[src/rtl/uart_wb_host.sv]
// Host end of the UART-to-Wishbone bridge: serialises read/write command
// frames to a byte transmitter and parses the response bytes from a receiver.
module uart_wb_host #(
  parameter int unsigned TIMEOUT_CYC = 1000000
) (
  input  logic        clk,
  input  logic        rst,
  input  logic        req_valid,
  output logic        req_ready,
  input  logic        req_write,
  input  logic [15:0] req_addr,
  input  logic [31:0] req_wdata,
  output logic        rsp_valid,
  output logic [31:0] rsp_rdata,
  output logic        rsp_err,
  output logic        tx_valid,
  output logic [7:0]  tx_data,
  input  logic        tx_ready,
  input  logic        rx_valid,
  input  logic [7:0]  rx_data
);

  typedef enum logic [1:0] {IDLE, SEND, WAIT_RSP} state_t;

  state_t      state;
  logic        wr;
  logic [15:0] addr;
  logic [31:0] wdata;
  logic [2:0]  idx;
  logic [2:0]  next_idx;
  logic [2:0]  last_idx;
  logic [7:0]  next_byte;
  logic [1:0]  rx_cnt;
  logic [31:0] shreg;
  logic [31:0] word;
  logic [31:0] tmo;
  logic        done_rx;
  logic        timeout_hit;

  assign next_idx    = idx + 3'd1;
  assign last_idx    = wr ? 3'd6 : 3'd2;
  assign word        = {shreg[23:0], rx_data};
  assign done_rx     = rx_valid && (wr ? (rx_cnt == 2'd0) : (rx_cnt == 2'd3));
  assign timeout_hit = (tmo == TIMEOUT_CYC - 32'd1);

  // Byte 0 (opcode) is loaded at request acceptance; this supplies bytes 1..6.
  always_comb begin
    next_byte = '0;
    case (next_idx)
      3'd1:    next_byte = addr[15:8];
      3'd2:    next_byte = addr[7:0];
      3'd3:    next_byte = wdata[31:24];
      3'd4:    next_byte = wdata[23:16];
      3'd5:    next_byte = wdata[15:8];
      3'd6:    next_byte = wdata[7:0];
      default: next_byte = '0;
    endcase
  end

  always_ff @(posedge clk) begin
    if (rst) begin
      state     <= IDLE;
      req_ready <= 1'b1;
      tx_valid  <= 1'b0;
      tx_data   <= '0;
      rsp_valid <= 1'b0;
      rsp_err   <= 1'b0;
      rsp_rdata <= '0;
      wr        <= 1'b0;
      addr      <= '0;
      wdata     <= '0;
      idx       <= '0;
      rx_cnt    <= '0;
      shreg     <= '0;
      tmo       <= '0;
    end else begin
      rsp_valid <= 1'b0;
      case (state)
        IDLE: begin
          if (req_valid) begin
            wr        <= req_write;
            addr      <= req_addr;
            wdata     <= req_wdata;
            idx       <= '0;
            tx_valid  <= 1'b1;
            tx_data   <= req_write ? 8'h01 : 8'h02;
            req_ready <= 1'b0;
            state     <= SEND;
          end
        end
        SEND: begin
          if (tx_ready) begin
            if (idx == last_idx) begin
              tx_valid <= 1'b0;
              rx_cnt   <= '0;
              tmo      <= '0;
              state    <= WAIT_RSP;
            end else begin
              idx     <= next_idx;
              tx_data <= next_byte;
            end
          end
        end
        WAIT_RSP: begin
          tmo <= tmo + 32'd1;
          if (rx_valid) begin
            shreg  <= word;
            rx_cnt <= rx_cnt + 2'd1;
          end
          // A completing byte wins over a timeout landing in the same cycle.
          if (done_rx) begin
            rsp_valid <= 1'b1;
            rsp_err   <= wr && (rx_data != 8'hA5);
            rsp_rdata <= wr ? '0 : word;
            req_ready <= 1'b1;
            state     <= IDLE;
          end else if (timeout_hit) begin
            rsp_valid <= 1'b1;
            rsp_err   <= 1'b1;
            rsp_rdata <= '0;
            req_ready <= 1'b1;
            state     <= IDLE;
          end
        end
        default: begin
          req_ready <= 1'b1;
          tx_valid  <= 1'b0;
          state     <= IDLE;
        end
      endcase
    end
  end

endmodule

[config.mk]
export PLATFORM = sky130hd
export DESIGN_NAME = uart_wb_host
export DESIGN_NICKNAME = d
export VERILOG_FILES = /design/src/rtl/uart_wb_host.sv
export SDC_FILE = /design/constraint.sdc
export NUM_CORES = 1
export LEC_CHECK = 0
export CORE_MARGIN = 2
export CORE_UTILIZATION = 48
export CTS_CLUSTER_DIAMETER = 30
export DETAILED_ROUTE_END_ITERATION = 8
export PLACE_DENSITY_LB_ADDON = 0.15
export SLEW_MARGIN = 30
export SYNTH_ARGS = -nofsm -noshare
export SYNTH_HDL_FRONTEND = slang
export SYNTH_SLANG_ARGS = --single-unit
export TNS_END_PERCENT = 30
[constraint.sdc]
create_clock -name clk -period 2.1 [get_ports clk]
set_clock_uncertainty 0.15 [all_clocks]
set_input_delay 0.21 -clock clk [delete_from_list [all_inputs] [get_ports clk]]
set_output_delay 0.21 -clock clk [all_outputs]
set_load 0.01 [all_outputs]
* Word-level counts from Yosys, hierarchy flattened *
Index checks and enable logic that the tools add are counted.

word-level totals
  memories = 0
  memory bits (read-only) = 0
  latch bits = 0
  bits in writable memories = 0
  input port bits = 62
  word-level logic and storage cells = 93
  flip-flop bits (word level) = 156

cells by class
  $lt $le $gt $ge = 0
  divide/modulo/power cells = 0
  multiplexer cells = 39
  reduce and logical (&&, ||, !) cells = 17
  $mul = 0
  bitwise logic cells = 2
  shift operators = 0
  add/subtract/negate cells = 3
  equality and inequality tests = 18

operators with widths
  operator                                                            count
  32-bit 2-to-1 mux                                                   5
  32-bit one-hot mux with 2 select lines                              1
  8-bit one-hot mux with 6 select lines                               1
  32-bit by 1-bit adder with 32-bit output (second input constant)    1
  32-bit by 20-bit == test with 1-bit output (second input constant)  1
  8-bit 2-to-1 mux                                                    3
  2-bit 2-to-1 mux                                                    9
  8-bit one-hot mux with 2 select lines                               1
  4-bit AND reduction                                                 4
  3-bit 2-to-1 mux                                                    4
  1-bit 2-to-1 mux                                                    10
  2-bit inequality test (second input constant)                       5
  3-bit == test (second input constant)                               3
  8-bit inequality test (second input constant)                       1
  3-bit by 2-bit == test with 1-bit output (second input constant)    2
  1-bit one-hot mux with 3 select lines                               2
  2-bit one-hot mux with 3 select lines                               1
  3-bit one-hot mux with 2 select lines                               1
  2-bit AND reduction                                                 3
  3-bit AND reduction                                                 2
  2-bit nonzero test                                                  3
  2-bit == test (second input constant)                               2
  2-bit logical NOT                                                   2
  2-bit one-hot mux with 2 select lines                               1
  other kinds (9)                                                     11

* Depth between registers and ports, before layout *
  depth after elaboration = 6
  depth in mapped cells = 7
  depth with buffers taken out = 6

* Worst setup path after synthesis *
Ideal clock, no wire load.

  kind = reg-to-reg
  from = reg tmo[0]
  to = reg rsp_rdata[23]
  setup slack = 134 ps
  arrival = 1678 ps
  path buffers = 1
  clock period less this slack = 1966 ps
  cell stages (with the launch flop) = 7
  required time = 1813 ps
  cell sequence = dfxtp_1 -> ha_1 -> nor4bb_1 -> nand4_1 -> o21ai_1 -> clkbuf_1 -> a211oi_1

on the way
  cells in the longest elaborated chain, start to end = 3

ends and longest elaborated chain
  item                                        RTL line  RTL
  start, declared                             36        logic [31:0] tmo;
  start signal, assigned                      105       tmo <= tmo + 32'd1;
  32-bit by 20-bit == test with 1-bit output  44        assign timeout_hit = (tmo == TIMEOUT_CYC - 32'd1);
  2-bit nonzero test (no source line)         -
  2-bit AND reduction (no source line)        -
  end signal, assigned                        114       rsp_rdata <= wr ? '0 : word;
  end, declared                               14        output logic [31:0] rsp_rdata,

Every way passes these cells.
A chain may end at the register's enable or synchronous reset.

* Worst setup path in the final report *
  from = reg wr
  to = reg tmo[12]

on the way
  cells in the longest elaborated chain, start to end = 4

ends and longest elaborated chain
  item                                    RTL line  RTL
  start, declared                         26        logic wr;
  start signal, assigned                  81        wr <= req_write;
  3-bit 2-to-1 mux                        41        assign last_idx = wr ? 3'd6 : 3'd2;
  3-bit == test                           93        if (idx == last_idx) begin
  2-bit inequality test (no source line)  -
  3-bit AND reduction (no source line)    -

Every way passes these cells.

==> impl_metrics.env <==
export IMPL_coreArea_sq_mm=0.0137
export IMPL_power_per_cell_area_mw_per_mm2=775
export IMPL_async_reset_ff_frac=0
export IMPL_syn_avg_cell_area_sq_um=8.35
export IMPL_ys_ff_latch=156
export IMPL_nNetsFinal=974
export IMPL_hold_path_endpoint="rx_cnt[0]"
export IMPL_drive_gt1_frac=0.0907
export IMPL_antenna_found_initial=0
export IMPL_drc_errors=0
export IMPL_multi_input_comb_area_sq_mm=0.00330
export IMPL_routed_wl_mm=17.5
export IMPL_grt_pass1_wl_mm=28.3
export IMPL_grt_pass1_vias=5846
export IMPL_ys_seq_area_frac=0.468
export IMPL_cts_hold_buf=0
export IMPL_via_count=6396
export IMPL_design_area_sq_mm=0.00871
export IMPL_fin_cells=1095
export IMPL_holdCritStartpoint="rst"
export IMPL_worstSetupStartpointType="flop"
export IMPL_pwr_share_clk=0.473
export IMPL_fillCellCount=1148
export IMPL_ir_worst_vdd_mv=0.636
export IMPL_syn_nets=871
export IMPL_hp_class="in2reg"
export IMPL_place_hpwl_mm=11.8
export IMPL_period_share=0.960
export IMPL_synth_area_leaders="dfxtp_1, a21oi_1, nand2_1, a211oi_1, a222oi_1"
export IMPL_synth_top_area_share=0.468
export IMPL_fp_dieW_um=122
export IMPL_criticalPathCategory="reg2reg"
export IMPL_p_int_mw=5.29
export IMPL_power_frac_comb=0.071
export IMPL_start_util=0.487
export IMPL_worst_slack_ns=0.0847
export IMPL_power_switching_mw=1.46
export IMPL_cts_sinks=156
export IMPL_min_path_cells=2
export IMPL_htree_levels=4
export IMPL_dp_cells=1064
export IMPL_fmax_ghz=0.496
export IMPL_die_y_um=122
export IMPL_r2r_slack_ns=0.08
export IMPL_ant_nets=0
export IMPL_crit_required_ns=2.29
export IMPL_gp_congestion=0.830
export IMPL_path_clk_slew_ns=0.06
export IMPL_synthCells=800
export IMPL_dpl_worst_slack_ns=-0.0544
export IMPL_holdWs_ns=0.0877
export IMPL_crit_path_max_fanout=47
export IMPL_yosys_top_cells_count="nand2_1, a21oi_1, dfxtp_1"
export IMPL_drt_pass1_iter_count=5
export IMPL_cts_root_buf="clkbuf_16"
export IMPL_layout_min_cycle_time_ns=2.02
export IMPL_synth_edf_count=0
export IMPL_ys_warn_count=0
export IMPL_cts_tree="done"
export IMPL_grt_max_degree=65
export IMPL_status="complete, no violations"
export IMPL_switching_share=0.217
export IMPL_wl_per_cell_um=16.0
export IMPL_synth_top_area_cell="dfxtp_1"
export IMPL_place_port_buffers=105
export IMPL_r2r_start="wr"
export IMPL_p_leak_nw=2.99
export IMPL_regArea_sq_mm=0.00312
export IMPL_tightest_slew_ns=0.534
export IMPL_viasPerCell=5.84
export IMPL_seq_power_share=0.456
export IMPL_clock_latency_ns=0.43
export IMPL_cap_violations=0
export IMPL_crit_arrival_ns=2.21
export IMPL_area_growth_pct=30.4
export IMPL_synthDistinctLibCells=50
export IMPL_track_usage=0.238
export IMPL_setup_violations=0
export IMPL_drt_iter0_drc=663
export IMPL_slew_headroom=0.644
export IMPL_worstSetupEndpointType="flop"
export IMPL_drv_slew=0
export IMPL_rsz0062_at_grt="false"
export IMPL_hold_violations=0
export IMPL_rr_worst_depth=5
export IMPL_placement_cell_area_sq_mm=0.00807
export IMPL_cts_inserted_buffers=17
export IMPL_io_pins=106
export IMPL_synthesis_area_sq_mm=0.00668
export IMPL_n_antenna_cell=0
export IMPL_gr_total_overflow=0
export IMPL_timing_rr_end="tmo[12]"
export IMPL_ys_flop_type="dfxtp_1"
export IMPL_clockBufferDepth=2
export IMPL_die_area_sq_mm=0.0149
export IMPL_num_rows=43
export IMPL_synth_most_common_cell="nand2_1"
registers in the layout (all words and copies together) (netlist names):
name / flops
addr: 16
idx: 3
req_ready: 1
rsp_err: 1
rsp_rdata: 32
rsp_valid: 1
rx_cnt: 2
shreg: 24
state: 2
tmo: 32
tx_data: 8
tx_valid: 1
wdata: 32
wr: 1
what timing repair did:
| item | in CTS | in global routing |
|---|---|---|
| gates resized for setup | 0 | 7 |
| endpoints found under the setup margin | 0 | 13 |
| setup buffers | 0 | 0 |
routing by layer:
metal,wire (um),track usage,vias to the layer above
li1,-,-,3136
met1,7670,0.314,3021
met2,8390,0.376,208
met3,1140,0.0688,31
met4,287,0.0776,0
met5,0,0,-
cell usage in the layout, fill, tap and decap left out, types with 4 or more instances in the layout:
master,synthesis,routed
dfxtp_1,156,155
a311oi_1,8,8
clkdlybuf4s50_1,0,104
buf_4,3,34
a211oi_1,25,25
and4_1,6,4
nor2b_1,5,5
nor2_1,9,8
o21ai_0,6,6
clkbuf_16,0,17
nand2_1,189,189
and2_1,4,4
nand3_1,13,13
nand4_1,12,12
a21oi_1,164,164
a222oi_1,16,16
nand2b_1,8,8
or4_1,21,21
nor4_1,5,5
a32o_1,6,6
and3_1,5,5
ha_1,9,6
buf_12,0,6
inv_1,8,8
o31ai_1,21,21
or3_1,5,5
clkbuf_8,0,5
mux2i_1,4,4
critical path, cell delays in order (launching register included):
cell     delay [ns]
dfxtp_1        0.49
xnor2_4        0.21
a31oi_4        0.14
buf_12         0.20
or4_1          0.53
a21oi_1        0.20
cell families (layout without fill, tap and decap cells):
group	count (synthesis)	count (layout)	share of synthesized area
XOR/XNOR	2	2	0.00375
buffers and inverters	68	183	0.0442
AND/OR/NAND/NOR	296	296	0.214
flip-flops	156	156	0.468
AO/OA/AOI/OAI	263	263	0.244
multiplexers	6	6	0.00937
adder cells (fa/ha/maj)	9	9	0.0169
power by group through the flow:
| stage | clock network (mW) | registers (mW) | logic, mW |
|---|---|---|---|
| 3_3_place_gp | 0 | 3.14 | 0.465 |
| 2_1_floorplan | 0 | 3.13 | 0.232 |
| 4_1_cts | 3.22 | 3.08 | 0.481 |
| 6_report | 3.19 | 3.08 | 0.481 |
| 3_5_place_dp | 0 | 3.14 | 0.478 |
| 5_1_grt | 3.35 | 3.08 | 0.525 |
through the flow:
stage | utilization | total power [mW] | TNS (ns)
floorplan | - | 3.36 | 0
global placement | 0.588 | 3.60 | 0
detailed placement | 0.588 | 3.62 | -0.659
CTS | 0.633 | 6.77 | 0
global route | 0.635 | 6.96 | 0
finish | 0.635 | 6.75 | 0
worst max-delay path by stage:
stage	startpoint	slack (ns)	endpoint
after floorplan	tmo[0]	0.13	rsp_rdata[23]
after global placement	tx_ready	0.02	tmo[29]
after detailed placement	tx_ready	-0.05	tmo[9]
after CTS	wr	0.04	tmo[12]
after global routing	tmo[0]	0.009	tmo[24]
final	wr	0.08	tmo[12]
cell type report:
cell class / count / area share
clock buffers: 25 / 0.0580
clock inverters: 6 / 0.0124
inverters: 8 / 0.00345
multi-input cells: 576 / 0.379
flip-flops and latches: 156 / 0.359
well taps: 180 / 0.0259
repair buffers: 144 / 0.163
(Power assumes the default switching activity.)
==> edit (config.mk and constraints unchanged) <==
Make the reset (`rst`) asynchronous in one clocked block.
--- a/src/rtl/uart_wb_host.sv
+++ b/src/rtl/uart_wb_host.sv
@@ -59,3 +59,3 @@
 
-  always_ff @(posedge clk) begin
+  always_ff @(posedge clk or posedge rst) begin
     if (rst) begin
Formal check against the unedited RTL: differs if rst is asserted again (counterexample within 4 cycles, from zero or initial values and one cycle with rst high); with rst held inactive, the same outputs for 4 cycles.
==> edit against the unedited design <==
The flow now finishes with violations (setup timing). Routed wire length shrank 4.0%. Sequential cell count is the same. Critical path depth grew 1. Worst setup slack lost 0.21 ns. Die area grew 1.3%. Sequential share of layout area grew 6.0 points. Final area grew 7.2%. Synthesized area grew 1.3%. Critical endpoint is now tmo[30].
Power is not compared: it rests on default switching activity, and its combinational part moved more than twofold at a synthesized area within 25%.
==> edit: results (changes against the unedited design) <==
outcome=complete, but fails checks (was complete, no violations); failing checks=setup timing; first-pass GRT wire length=27300 um (was 28300 um); DR WL met2=8520 um (was 8390 um); syn avg cell area=10.4 um2 (was 8.35 um2); CTS resizes=10 (was 0); Cells after DPL=978 (was 1064); placed cell areas=8550 um2 (was 8070 um2); WL met3=729 um (was 1140 um); DRC marker count from the first detailed-route iteration=368 (was 663); final non-filler cell total=1015 (was 1095); postcts setup bufs=2 (was 0); worst-skew pair later-pin latency=0.43 ns (about the same); met1 GRT Util=29.4% (was 31.4%); met3 global-route usage=4.69% (was 6.88%); share of cells above drive strength 1=20.2% (was 9.07%); asr flop ratio synth=100% (was 0%); Fillers=1019 (was 1148); post-detailed-placement half-perimeter wirelength=11500 um (was 11800 um); Hold/Removal Path Class=input pin to asynchronous set/reset pin (was input pin to register); Synth cell types=49 (was 50); Seq/Total Area, Yosys=57.7% (was 46.8%); synth top area cells=dfrtp_1 57%, nand2_1 10%, a22o_1 4.1%, mux2_2 4.0%, a222oi_1 2.1% (was dfxtp_1 47%, a21oi_1 12%, nand2_1 11%, a211oi_1 2.8%, a222oi_1 2.4%); worst setup margin=-0.121 ns (was 0.0847 ns); final WL=16800 um (was 17500 um); syn_nets=722 (was 871); RePlAce Congestion=0.913 (was 0.830); Synth top cells by count=182 x nand2_1, 155 x dfrtp_1, 36 x nor2_1, 32 x a22o_1, 29 x clkbuf_1 (was 189 x nand2_1, 164 x a21oi_1, 156 x dfxtp_1, 40 x clkbuf_1, 25 x a211oi_1); Vias=5484 (was 6396); GRT met2 Usage=39.3% (was 37.6%); Tot GR Track Use=23.4% (was 23.8%); Slew @ Worst Pin=0.480 ns (was 0.534 ns); nets@finish=893 (was 974); pin count of the biggest net entering global routing=60 (was 65); CP max FO=2 (was 47); endpoints failing setup=20 (was 0); WP data arrival=2.43 ns (was 2.21 ns); top_reg_cell synth=dfrtp_1 (was dfxtp_1); drt pass-1 iters=7 (was 5)
## edit: changes by cell type after synthesis, moves of 20 or more
cell	delta
dfxtp_1	-156
dfrtp_1	+155
a21oi_1	-154
a22o_1	+32
nor2_1	+27
a211oi_1	-25
mux2_2	+22
or4_1	-20
## edit: cell type report
type | instances | area, um2 | area share [%]
Clock buffer | 17 | 425 | 4.56
Clock inverter | 15 | 178 | 1.90
Inverter | 14 | 56.3 | 0.603
Multi-Input combinational cell | 450 | 2840 | 30.4
Sequential cell | 156 | 3910 | 41.9
Tap cell | 180 | 225 | 2.41
Timing Repair Buffer | 183 | 1700 | 18.3
## edit: through the flow
step / setup WS [ns] / setup TNS, ns
final: -0.121 / -0.541
after global routing: -0.184 / -4.14
after CTS: -0.150 / -0.890
after detailed placement: -0.269 / -8.54
after global placement: -0.168 / -5.54
after floorplan: -0.232 / -36.96
## edit: logic make-up after synthesis
logic type	count (synthesis)	synth area share [%]
AOI/OAI and AO/OA	92	10.7
xor gates and xnor gates	28	3.63
adders and majority gates	9	1.66
buffers and inverters	45	2.50
DFF	156	57.7
muxes	26	4.29
and+or+nand+nor	295	19.5
## edit: worst paths after layout
check	end	depth (start not counted)	start	slack, ns
max in group asynchronous	req_ready	3	rst	1.36
max reg2reg	tmo[30]	6	tmo[0]	-0.12
min reg2reg	wdata[7]	2	wdata[7]	0.33
min	wdata[10]	3	rst	0.1
max	tmo[30]	6	tmo[0]	-0.12
min in group clk	wdata[23]	3	req_wdata[23]	0.15
## edit: critical path: stages, from the launching register on
cell and delay (ns):
dfrtp_1 0.36, ha_2 0.19, nand3_2 0.08, or4_4 0.42
or4_4 0.52, or3_1 0.32, a21oi_1 0.12
